===== src/rtl/mem_copy_engine.sv =====
// Block-copy initiator for the 256x32 memory controller: primes one read, then streams one word per cycle.
// Optional XOR checksum of the copied words is enabled with `define MEM_COPY_CHECKSUM_EN.
module mem_copy_engine #(
    parameter int ADDR_W = 8,
    parameter int DATA_W = 32
) (
    input  logic              clk,
    input  logic              reset,
    input  logic              start,
    input  logic [ADDR_W-1:0] src_addr,
    input  logic [ADDR_W-1:0] dst_addr,
    input  logic [ADDR_W:0]   len,
    output logic [ADDR_W-1:0] mem_read_address,
    output logic              mem_read_enable,
    output logic [ADDR_W-1:0] mem_write_address,
    output logic              mem_write_enable,
    output logic [DATA_W-1:0] mem_data_in,
    input  logic [DATA_W-1:0] mem_rdata,
    output logic              busy,
    output logic              done,
    output logic [ADDR_W:0]   words_done
`ifdef MEM_COPY_CHECKSUM_EN
    ,
    output logic [DATA_W-1:0] checksum
`endif
);

    typedef enum logic [1:0] {IDLE, READ0, STREAM, DONE} state_t;

    localparam logic [ADDR_W:0] MAX_LEN = {1'b1, {ADDR_W{1'b0}}};

    state_t              state_q, state_d;
    logic [ADDR_W-1:0]   src_q, src_d, dst_q, dst_d;
    logic [ADDR_W:0]     len_q, len_d, rcnt_q, rcnt_d, wcnt_q, wcnt_d;
    logic [ADDR_W:0]     words_done_q, words_done_d;
    logic [ADDR_W-1:0]   rd_addr_q, rd_addr_d, wr_addr_q, wr_addr_d;
    logic                rd_en_q, rd_en_d, wr_en_q, wr_en_d;
    logic                busy_q, busy_d, done_q, done_d;
`ifdef MEM_COPY_CHECKSUM_EN
    logic [DATA_W-1:0]   checksum_q, checksum_d;
`endif

    // Write data is the controller's registered read data, forced to zero when no write is issued.
    assign mem_data_in = wr_en_q ? mem_rdata : '0;

    always_comb begin
        // NOTE: every variable gets a default up front so no path leaves it unassigned (no latches).
        state_d      = state_q;
        src_d        = src_q;
        dst_d        = dst_q;
        len_d        = len_q;
        rcnt_d       = rcnt_q;
        wcnt_d       = wcnt_q;
        words_done_d = words_done_q;
`ifdef MEM_COPY_CHECKSUM_EN
        checksum_d   = checksum_q;
`endif

        case (state_q)
            IDLE: begin
                if (start) begin
                    src_d        = src_addr;
                    dst_d        = dst_addr;
                    len_d        = (len > MAX_LEN) ? MAX_LEN : len;
                    rcnt_d       = '0;
                    wcnt_d       = '0;
                    words_done_d = '0;
`ifdef MEM_COPY_CHECKSUM_EN
                    checksum_d   = '0;
`endif
                    state_d      = (len == '0) ? DONE : READ0;
                end
            end
            READ0: begin
                rcnt_d  = rcnt_q + 1'b1;
                state_d = STREAM;
            end
            STREAM: begin
                wcnt_d       = wcnt_q + 1'b1;
                words_done_d = words_done_q + 1'b1;
`ifdef MEM_COPY_CHECKSUM_EN
                checksum_d   = checksum_q ^ mem_data_in;
`endif
                if (rcnt_q < len_q) rcnt_d = rcnt_q + 1'b1;
                if (wcnt_q == len_q - 1'b1) state_d = DONE;
            end
            DONE: begin
                state_d = IDLE;
            end
            default: state_d = IDLE;
        endcase

        // Outputs are decoded from next state so they register in step with the state flop.
        rd_en_d   = (state_d == READ0) || ((state_d == STREAM) && (rcnt_d < len_d));
        rd_addr_d = rd_en_d ? src_d + rcnt_d[ADDR_W-1:0] : '0;
        wr_en_d   = (state_d == STREAM);
        wr_addr_d = wr_en_d ? dst_d + wcnt_d[ADDR_W-1:0] : '0;
        busy_d    = (state_d == READ0) || (state_d == STREAM);
        done_d    = (state_d == DONE);
    end

    always_ff @(posedge clk or posedge reset) begin
        if (reset) begin
            state_q      <= IDLE;
            src_q        <= '0;
            dst_q        <= '0;
            len_q        <= '0;
            rcnt_q       <= '0;
            wcnt_q       <= '0;
            words_done_q <= '0;
            rd_addr_q    <= '0;
            wr_addr_q    <= '0;
            rd_en_q      <= 1'b0;
            wr_en_q      <= 1'b0;
            busy_q       <= 1'b0;
            done_q       <= 1'b0;
`ifdef MEM_COPY_CHECKSUM_EN
            checksum_q   <= '0;
`endif
        end else begin
            // NOTE: non-blocking assignments so every flop samples pre-edge values.
            state_q      <= state_d;
            src_q        <= src_d;
            dst_q        <= dst_d;
            len_q        <= len_d;
            rcnt_q       <= rcnt_d;
            wcnt_q       <= wcnt_d;
            words_done_q <= words_done_d;
            rd_addr_q    <= rd_addr_d;
            wr_addr_q    <= wr_addr_d;
            rd_en_q      <= rd_en_d;
            wr_en_q      <= wr_en_d;
            busy_q       <= busy_d;
            done_q       <= done_d;
`ifdef MEM_COPY_CHECKSUM_EN
            checksum_q   <= checksum_d;
`endif
        end
    end

    assign mem_read_address  = rd_addr_q;
    assign mem_read_enable   = rd_en_q;
    assign mem_write_address = wr_addr_q;
    assign mem_write_enable  = wr_en_q;
    assign busy              = busy_q;
    assign done              = done_q;
    assign words_done        = words_done_q;
`ifdef MEM_COPY_CHECKSUM_EN
    assign checksum          = checksum_q;
`endif

endmodule


===== config.mk =====
export PLATFORM = sky130hd
export DESIGN_NAME = mem_copy_engine
export DESIGN_NICKNAME = d
export VERILOG_FILES = /design/src/rtl/mem_copy_engine.sv
export SDC_FILE = /design/constraint.sdc
export NUM_CORES = 1
export LEC_CHECK = 0
export CAP_MARGIN = 10
export CORE_MARGIN = 2
export CORE_UTILIZATION = 54
export DETAILED_ROUTE_END_ITERATION = 12
export GPL_TIMING_DRIVEN = 0
export PLACE_DENSITY = 0.86
export SYNTH_ARGS = -nofsm -noshare
export SYNTH_HDL_FRONTEND = slang
export SYNTH_SLANG_ARGS = --single-unit

===== constraint.sdc =====
create_clock -name clk -period 6.6 [get_ports clk]
set_clock_uncertainty 0.1 [all_clocks]
set_input_delay 0.66 -clock clk [delete_from_list [all_inputs] [get_ports clk]]
set_output_delay 0.66 -clock clk [all_outputs]
set_load 0.02 [all_outputs]

* Word-level counts from Yosys, hierarchy flattened
Index checks and enable logic that the tools add are counted.
Storage, ports and cells: word-level logic and storage cells 59, output and inout bits 61, bits of input ports 60, register bits after elaboration 74
Operators by class: reductions and logical operators 7, equality and inequality tests 8, magnitude comparators 3, muxes and demuxes 21, add/sub/neg operators 6
Operators by type and width (count):
- 2-to-1 mux 9 bit | 7
- 2-to-1 mux 8 bit | 6
- one-hot mux 9 bit (2 select lines) | 2
- 2-to-1 mux 32 bit | 1
- adder 9 x 1 -> 9 bit, second input constant | 3
- one-hot mux 9 bit (3 select lines) | 1
- less-than comparator 9 bit | 2
- adder 8 bit | 2
- == test 9 bit | 1
- greater-than comparator 9 bit, second input constant | 1
- zero test 9 bit | 1
- subtractor 9 x 1 -> 9 bit, second input constant | 1
- == test 2 bit, second input constant | 4
- one-hot mux 2 bit (4 select lines) | 1
- 2-to-1 mux 2 bit | 3
- == test 2 x 1 -> 1 bit, second input constant | 2
- zero test 2 bit | 1
- logical OR 1 bit | 2
- != test 2 bit, second input constant | 1
- AND reduction 2 bit | 1
- nonzero test 2 bit | 1
- logical AND 1 bit | 1

* Longest topological paths before layout
Gate-level depths: netlist of run 1.
word-level depth 8, mapped depth 18, mapped depth without buffers 17

* Least setup slack after synthesis of run 1
No wires, ideal clock.
path type reg-to-reg, start point register len_q[2], end point register rd_addr_q[7], in the netlist mem_read_address[7], setup slack 3060 ps, buffers on the path 0, data required time 6381 ps, clock period less this slack 3540 ps, data arrival time 3321 ps, stages on the path, launching flop included 16, setup time 119 ps, cell sequence dfrtp_1 > inv_1 > ha_1 > a21oi_1 > o21ai_1 > a41o_1 > nor2_1 > nand2_1 > a21o_1 > o41ai_1 > ha_1 > or3_1 > o211ai_1 > xnor2_1 > nor3_1 > o21a_1
On the way: elaborated cells between the ends (all ways) 16, classes of those cells add/sub: 2; order compare: 2; eq/ne: 3; mux: 7; reduce/logical: 2
RTL lines:
- start, declared | line 34 | logic [ADDR_W:0] len_q, len_d, rcnt_q, rcnt_d, wcnt_q, wcnt_d;
- start signal, assigned | line 125 | len_q <= len_d;
- less-than comparator 9 bit (*) | line 84 | if (rcnt_q < len_q) rcnt_d = rcnt_q + 1'b1;
- 2-to-1 mux 9 bit (*) | line 84
- one-hot mux 9 bit (3 select lines) (*) | line 59 | case (state_q)
- via rcnt_d[5] | line 34
- less-than comparator 9 bit | line 94 | rd_en_d = (state_d == READ0) || ((state_d == STREAM) && (rcnt_d < len_d));
- logical AND 1 bit | line 94
- logical OR 1 bit | line 94
- 2-to-1 mux 8 bit (*) | line 95 | rd_addr_d = rd_en_d ? src_d + rcnt_d[ADDR_W-1:0] : '0;
- via rd_addr_d[7] | line 36 | logic [ADDR_W-1:0] rd_addr_q, rd_addr_d, wr_addr_q, wr_addr_d;
- end signal, assigned | line 129 | rd_addr_q <= rd_addr_d;
- end, declared | line 36
Mark *: on every way through the listed nets, which the timed path passes. The rest lies on a longest branch. A chain may end at the register's enable or synchronous reset.

* Final worst setup path of run 1
start point register len_q[2], end point register rd_addr_q[5], in the netlist mem_read_address[5]
On the way: elaborated cells between the ends (all ways) 16, classes of those cells add/sub: 2; order compare: 2; eq/ne: 3; mux: 7; reduce/logical: 2
RTL lines:
- less-than comparator 9 bit | line 84
- 2-to-1 mux 9 bit | line 84
- one-hot mux 9 bit (3 select lines) | line 59
- via rcnt_d[6] | line 34
- less-than comparator 9 bit | line 94
- logical AND 1 bit | line 94
- logical OR 1 bit | line 94
- via rd_en_d | line 37 | logic rd_en_q, rd_en_d, wr_en_q, wr_en_d;
- 2-to-1 mux 8 bit | line 95
- via rd_addr_d[5] | line 36
The timed path passes the listed nets, and every way through them passes these cells.

==> results of run 1 <==
[sequential cells by signal, indices dropped and copies added (netlist names), 8 cells and up]
name / count
mem_write_address: 8
dst_q: 8
mem_read_address: 8
words_done: 9
len_q: 9
src_q: 8
wcnt_q: 9
rcnt_q: 9
[layout by cell type, fill, tap and decap left out, drive strengths merged, types with 2 or more instances in the layout]
| cell type | synthesis | layout |
|---|---|---|
| nand2 | 31 | 31 |
| o21ai | 26 | 26 |
| dfrtp | 74 | 74 |
| a22oi | 2 | 2 |
| nor3b | 4 | 4 |
| nand4 | 8 | 8 |
| o211ai | 2 | 2 |
| and2 | 44 | 44 |
| a41o | 2 | 2 |
| a211oi | 2 | 2 |
| mux2i | 8 | 8 |
| o311ai | 2 | 2 |
| a22o | 14 | 14 |
| nand3 | 10 | 10 |
| o31ai | 4 | 4 |
| clkdlybuf4s50 | 0 | 119 |
| or2 | 3 | 3 |
| buf | 4 | 4 |
| a31oi | 2 | 2 |
| nor4 | 2 | 2 |
| fa | 2 | 2 |
| xnor2 | 14 | 14 |
| nand2b | 11 | 11 |
| a21oi | 17 | 17 |
| ha | 41 | 41 |
| nor2 | 28 | 28 |
| a32o | 2 | 2 |
| mux2 | 17 | 17 |
| bufinv | 0 | 3 |
| nor2b | 9 | 9 |
| xor2 | 11 | 11 |
| a21o | 10 | 10 |
| inv | 32 | 33 |
| o21a | 11 | 11 |
| clkbuf | 12 | 22 |
| nor3 | 14 | 14 |
| and3 | 9 | 9 |
| clkinvlp | 0 | 2 |
[cell families (layout without fill, tap and decap cells)]
kind of cell             Yosys count  in the layout
buffers and inverters             48            183
flip-flops                        74             74
multiplexers                      25             25
XOR/XNOR                          26             26
adder cells (fa/ha/maj)           43             43
AND/OR/NAND/NOR                  176            176
AO/OA/AOI/OAI                    102            102
[final timing paths]
kind / startpoint / to / slack (ps) / cells past startpoint
worst min register to register: dst_q[0] / dst_q[0] / 400 / 1
worst min-delay path: dst_q[0] / dst_q[0] / 400 / 1
max in group asynchronous: reset / wcnt_q[3] / 5060 / 2
min in group asynchronous: reset / mem_read_address[0] / 760 / 2
worst max register to register: len_q[2] / mem_read_address[5] / 2140 / 17
worst max-delay path: len_q[2] / mem_read_address[5] / 2140 / 17
[final cells by class]
class	instances	area share, %
multi-input cells	372	43.11
clock inverters	6	1.798
plain buffers	16	0.9680
inverters	32	1.936
well taps	108	2.134
repair buffers	119	18.81
clock buffers	10	2.015
flip-flops and latches	74	29.24
[layer usage]
layer	GRT usage [%]	up-vias
met5	0	-
met4	10.15	0
met3	4.724	26
met2	47.10	153
met1	31.69	1996
li1	-	1990
[stage by stage]
step	total power, W	instance area (µm²)	instances	setup WS [ps]	utilization [%]
detailed placement	0.002439	6092	721	2005	70.54
CTS	0.002898	6334	737	2196	73.34
global route	0.003106	6334	737	1994	73.34
global placement	0.002349	6090	721	2132	70.52
floorplan	0.001890	4763	494	3060	-
finish	0.002897	6334	737	2145	73.34
[power by group]
group | switching [W] | internal (W) | total, W
sequential | 0.000117 | 0.000613 | 0.000730
combinational | 0.000958 | 0.000777 | 0.00173
clock | 0.000179 | 0.000253 | 0.000432
==> results.py, run 1 <==
metrics = {
    "run_status": {
        "outcome": "completed",
    },
    "global_route": {
        "gr-total-overflow": 0,
        "grt_pass1_wl_um": 20250,
        "grt_pass1_vias": 4223,
        "track_usage_pct": 26.41,
        "antenna_found_initial": 0,
        "grt_max_degree": 75,
    },
    "logic_synthesis": {
        "synthMuxAreaShare_pct": 5.700,
        "yosysSeqAreaShare_pct": 38.88,
        "syn_nets": 597,
        "synth-simple-area-share_pct": 19.81,
        "synth_top_cell_by_area": "dfrtp_1",
        "synthCells": 494,
        "synth_area_mm2": 0.004763,
        "synthAdderAreaFrac_pct": 11.61,
        "synthXorXnorAreaFrac_pct": 5.096,
        "yosysMostFrequentCell": "dfrtp_1",
        "synth-compound-area-share_pct": 15.10,
        "synth-edff-count": 0,
        "netlist_top_cells_count": "74 x dfrtp_1, 44 x and2_1, 41 x ha_1",
        "netlist.area_leader.share_pct": 38.88,
        "syn_avg_cell_area_um2": 9.642,
        "synth_warnings": 0,
        "ys_types": 51,
        "synthTopCellsByArea": "dfrtp_1 39%, ha_1 11%, and2_1 5.8%",
        "synth_ff_type": "dfrtp_1",
        "synth_top_family_by_area": "simple AND/OR/NAND/NOR gates",
        "synthArstFlopShare_pct": 100.0,
        "synth-seq-cells": 74,
    },
    "routing": {
        "dr_wl_met3_um": 625,
        "dr_wl_met2_um": 6509,
        "drt_iter0_drc": 244,
        "dr.pass1.iters": 5,
        "routed.top_layer": "met4",
        "vias_per_cell": 5.651,
        "avgRoutedWirePerCell_um": 17.09,
        "final_antenna_net_count": 0,
        "remaining_drc_errors": 0,
        "wirelength_um": 12590,
        "vias": 4165,
        "met1_length_um": 5124,
    },
    "cts": {
        "cts_sinks": 74,
        "cts_setup_buffers": 0,
        "worstSkewPairLatency_ps": 350,
        "cts_tree": "built",
        "post_cts_resized": 0,
        "cts-buffers-inserted": 9,
        "root_buffer": "clkbuf_8",
        "cts.htree.levels": 3,
        "path_clk_slew_ps": 90,
        "hold_buffers": 0,
        "clk_path_buf_depth": 2,
    },
    "timing": {
        "rsz0062_at_grt": "no",
        "fmax_mhz": 224.4,
        "slew_headroom_pct": 40.11,
        "setup_viol": 0,
        "holdWs_ps": 402.0,
        "final_max_slew_viol_count": 0,
        "worstMarginPinSlew_ps": 898.3,
        "finalCriticalPeriod_ps": 4455,
        "post-route-period-util_pct": 67.51,
        "tns_ps": 0,
        "finalHoldViolCount": 0,
    },
    "finish": {
        "drive_gt1_share_pct": 6.359,
        "diodes": 0,
        "seq_area_mm2": 0.001852,
        "syn2layout_area_growth_pct": 32.97,
        "nNetsFinal": 727,
        "nFillCells": 617,
        "multi_input_area_mm2": 0.002730,
    },
    "placed_design": {
        "dp_hpwl_um": 9596,
        "port_buffers": 119,
        "gp_routability_congestion": 0.8811,
    },
    "worst_setup_path": {
        "cp_slowest_stage_delay_ps": 640,
        "cp_top_family": "compound AO/OA/AOI/OAI gates",
        "path_class": "reg -> reg",
        "critPathCaptureType": "flip-flop",
        "cp_max_fo": 9,
        "startpoint_type": "flip-flop",
        "critPathBufInv": 1,
        "required_ps": 6790,
        "slowest_stage": "o31ai_1",
        "critPathArrivalTime_ps": 4640,
        "crit_chain": "inv_1 > ha_1 > a21oi_1 > o21ai_1 > a41o_1 > nor2_1 > nand2_1 > a21o_1 > o31ai_1 > ha_1 > a21oi_1 > nor2b_1 > o21ai_0 > and3b_1 > nand2_1 > o311ai_4 > and3_1",
    },
    "power": {
        "leakage_nw": 2.936,
        "vdd_ir_drop_max_mv": 0.2982,
        "power.density_mw_per_mm2": 457.4,
    },
    "floorplan": {
        "die_area_mm2": 0.009588,
        "start_util_pct": 55.16,
        "die_h_um": 97.92,
        "num_rows": 34,
        "dieWidth_um": 97.92,
        "io_pins": 121,
        "core-area_mm2": 0.008636,
    },
    "min_path": {
        "min_path_type": "reg -> reg",
    },
    "run": {
        "cap_viol_max_count": 0,
    },
}
No activity file was read; power rests on OpenSTA's default activity.
==> run 2: changes to the inputs <==
- CORE_UTILIZATION: 54 -> 45
- PLACE_DENSITY: 0.86 -> 0.76
- clock period: 6.6 -> 3.8 ns (I/O delays scaled with it)
==> run 2 against run 1 <==
Clock power grew 30%. Routed wire length rose by 6.5%. Critical path type unchanged. Global-route usage is 3.7 points lower. First-iteration DRC count fell by 22%.
==> results.py, run 2 (synthesis results as in run 1) <==
metrics = {
    "cts": {
        "hold_buffers": 0,
        "cts_tree": "built",
        "worstSkewPairLatency_ps": 360,
        "cts.htree.levels": 3,
        "path_clk_slew_ps": 90,
        "clk_path_buf_depth": 2,
        "cts_sinks": 74,
        "cts-buffers-inserted": 9,
        "root_buffer": "clkbuf_8",
    },
    "routing": {
        "vias": 4225,
        "wirelength_um": 13410,
        "drt_iter0_drc": 191,
        "remaining_drc_errors": 0,
        "dr.pass1.iters": 5,
        "avgRoutedWirePerCell_um": 17.17,
        "final_antenna_net_count": 0,
        "vias_per_cell": 5.410,
    },
    "finish": {
        "multi_input_area_mm2": 0.003020,
        "nFillCells": 806,
        "finalNonFillerCells": 781,
        "diodes": 0,
        "drive_gt1_share_pct": 16.43,
        "syn2layout_area_growth_pct": 41.90,
        "nNetsFinal": 743,
        "final_common_cell": "clkdlybuf4s50_1",
        "layout_common_cells": "119 x clkdlybuf4s50_1, 68 x dfrtp_1, 44 x and2_1",
        "final_area_mm2": 0.006759,
        "seq_area_mm2": 0.001859,
    },
    "floorplan": {
        "io_pins": 121,
        "start_util_pct": 46.14,
        "die_h_um": 106.9,
        "num_rows": 37,
        "core-area_mm2": 0.01032,
        "die_area_mm2": 0.01142,
        "dieWidth_um": 106.9,
    },
    "worst_setup_path": {
        "critPathCaptureType": "flip-flop",
        "path_class": "reg -> reg",
        "cp_max_fo": 5,
        "startpoint_type": "flip-flop",
        "required_ps": 3990,
        "critPathArrivalTime_ps": 3910,
    },
    "timing": {
        "finalHoldViolCount": 0,
        "setup_viol": 0,
        "post-route-period-util_pct": 97.86,
        "fmax_mhz": 268.9,
        "worstMarginPinSlew_ps": 510.0,
        "slew_headroom_pct": 65.74,
        "finalCriticalPeriod_ps": 3719,
        "final_max_slew_viol_count": 0,
    },
    "power": {
        "leakage_nw": 3.047,
        "vdd_ir_drop_max_mv": 0.5159,
        "power.density_mw_per_mm2": 786.2,
    },
    "placed_design": {
        "gp_routability_congestion": 0.9613,
        "place_inst": 750,
        "place_area_mm2": 0.006147,
        "port_buffers": 119,
        "dp_hpwl_um": 9652,
    },
    "global_route": {
        "antenna_found_initial": 0,
        "grt_max_degree": 39,
        "grt_pass1_vias": 4190,
        "gr-total-overflow": 0,
        "grt_pass1_wl_um": 20370,
        "track_usage_pct": 22.71,
    },
    "run": {
        "cap_viol_max_count": 0,
    },
    "min_path": {
        "min_path_type": "in -> async",
    },
    "run_status": {
        "outcome": "completed",
    },
}
## run 2: area by class of cell
cell class	count	area share, %
Multi-Input combinational cell	372	44.69
Sequential cell	74	27.51
Timing Repair Buffer	137	19.92
Tap cell	136	2.518
Clock buffer	10	1.888
Inverter	32	1.814
Buffer	14	0.9256
Clock inverter	6	0.7405
## run 2: worst paths after layout
check / depth (start not counted) / from / slack, ps / end
max in group asynchronous: 3 / reset / 2730 / words_done[8]
hold reg to reg: 1 / dst_q[4] / 400 / dst_q[4]
setup / recovery: 16 / len_q[3] / 80 / mem_read_address[5]
hold / removal: 2 / reset / 300 / len_q[3]
setup reg to reg: 16 / len_q[3] / 80 / mem_read_address[5]
min in group clk: 1 / dst_q[4] / 400 / dst_q[4]
## run 2: through the flow
step	utilization [%]	setup TNS [ps]	power, W	hold slack [ps]	worst slack (ps)
final	65.47	0	0.005314	299.3	81.46
after global routing	65.47	-311.5	0.005707	347.1	-60.73
after floorplan	-	0	0.003282	374.6	260.1
after detailed placement	59.54	-4308	0.004242	387.7	-452.1
after CTS	62.30	0	0.004933	317.6	7.006
after global placement	59.33	-3565	0.004115	383.2	-378.7
## run 2: where the power goes
group / internal, W / switching, W
sequential: 0.00107 / 0.000208
clock: 0.000244 / 0.000317
combinational: 0.00163 / 0.00185
## run 2: critical path, cell delays in order (launching register included)
cell and delay, ps:
dfrtp_1 560, inv_1 90, ha_1 300, a41o_2 320
nor2_4 140, nand2_1 100, a21o_4 260, o31ai_4 330
ha_4 260, a21oi_2 130, nor2b_1 60, o21ai_1 110
and3b_2 220, nand2_1 90, o311ai_4 260, buf_6 160
and3_1 140
## run 2: repair_timing
action | CTS | global route
setup buffers | 4 | 13
pin swaps | 3 | 17
setup endpoints to repair | 11 | 11
resized for setup | 19 | 48
## run 2: routing by layer
layer  global-route usage (%)  vias to the layer above  wire length (µm)
met2                    41.90                      150              6970
met1                    25.03                     2020              5339
met5                        0                        -                 0
met4                    9.833                        0               441
li1                         -                     2023                 -
met3                    4.802                       32               658
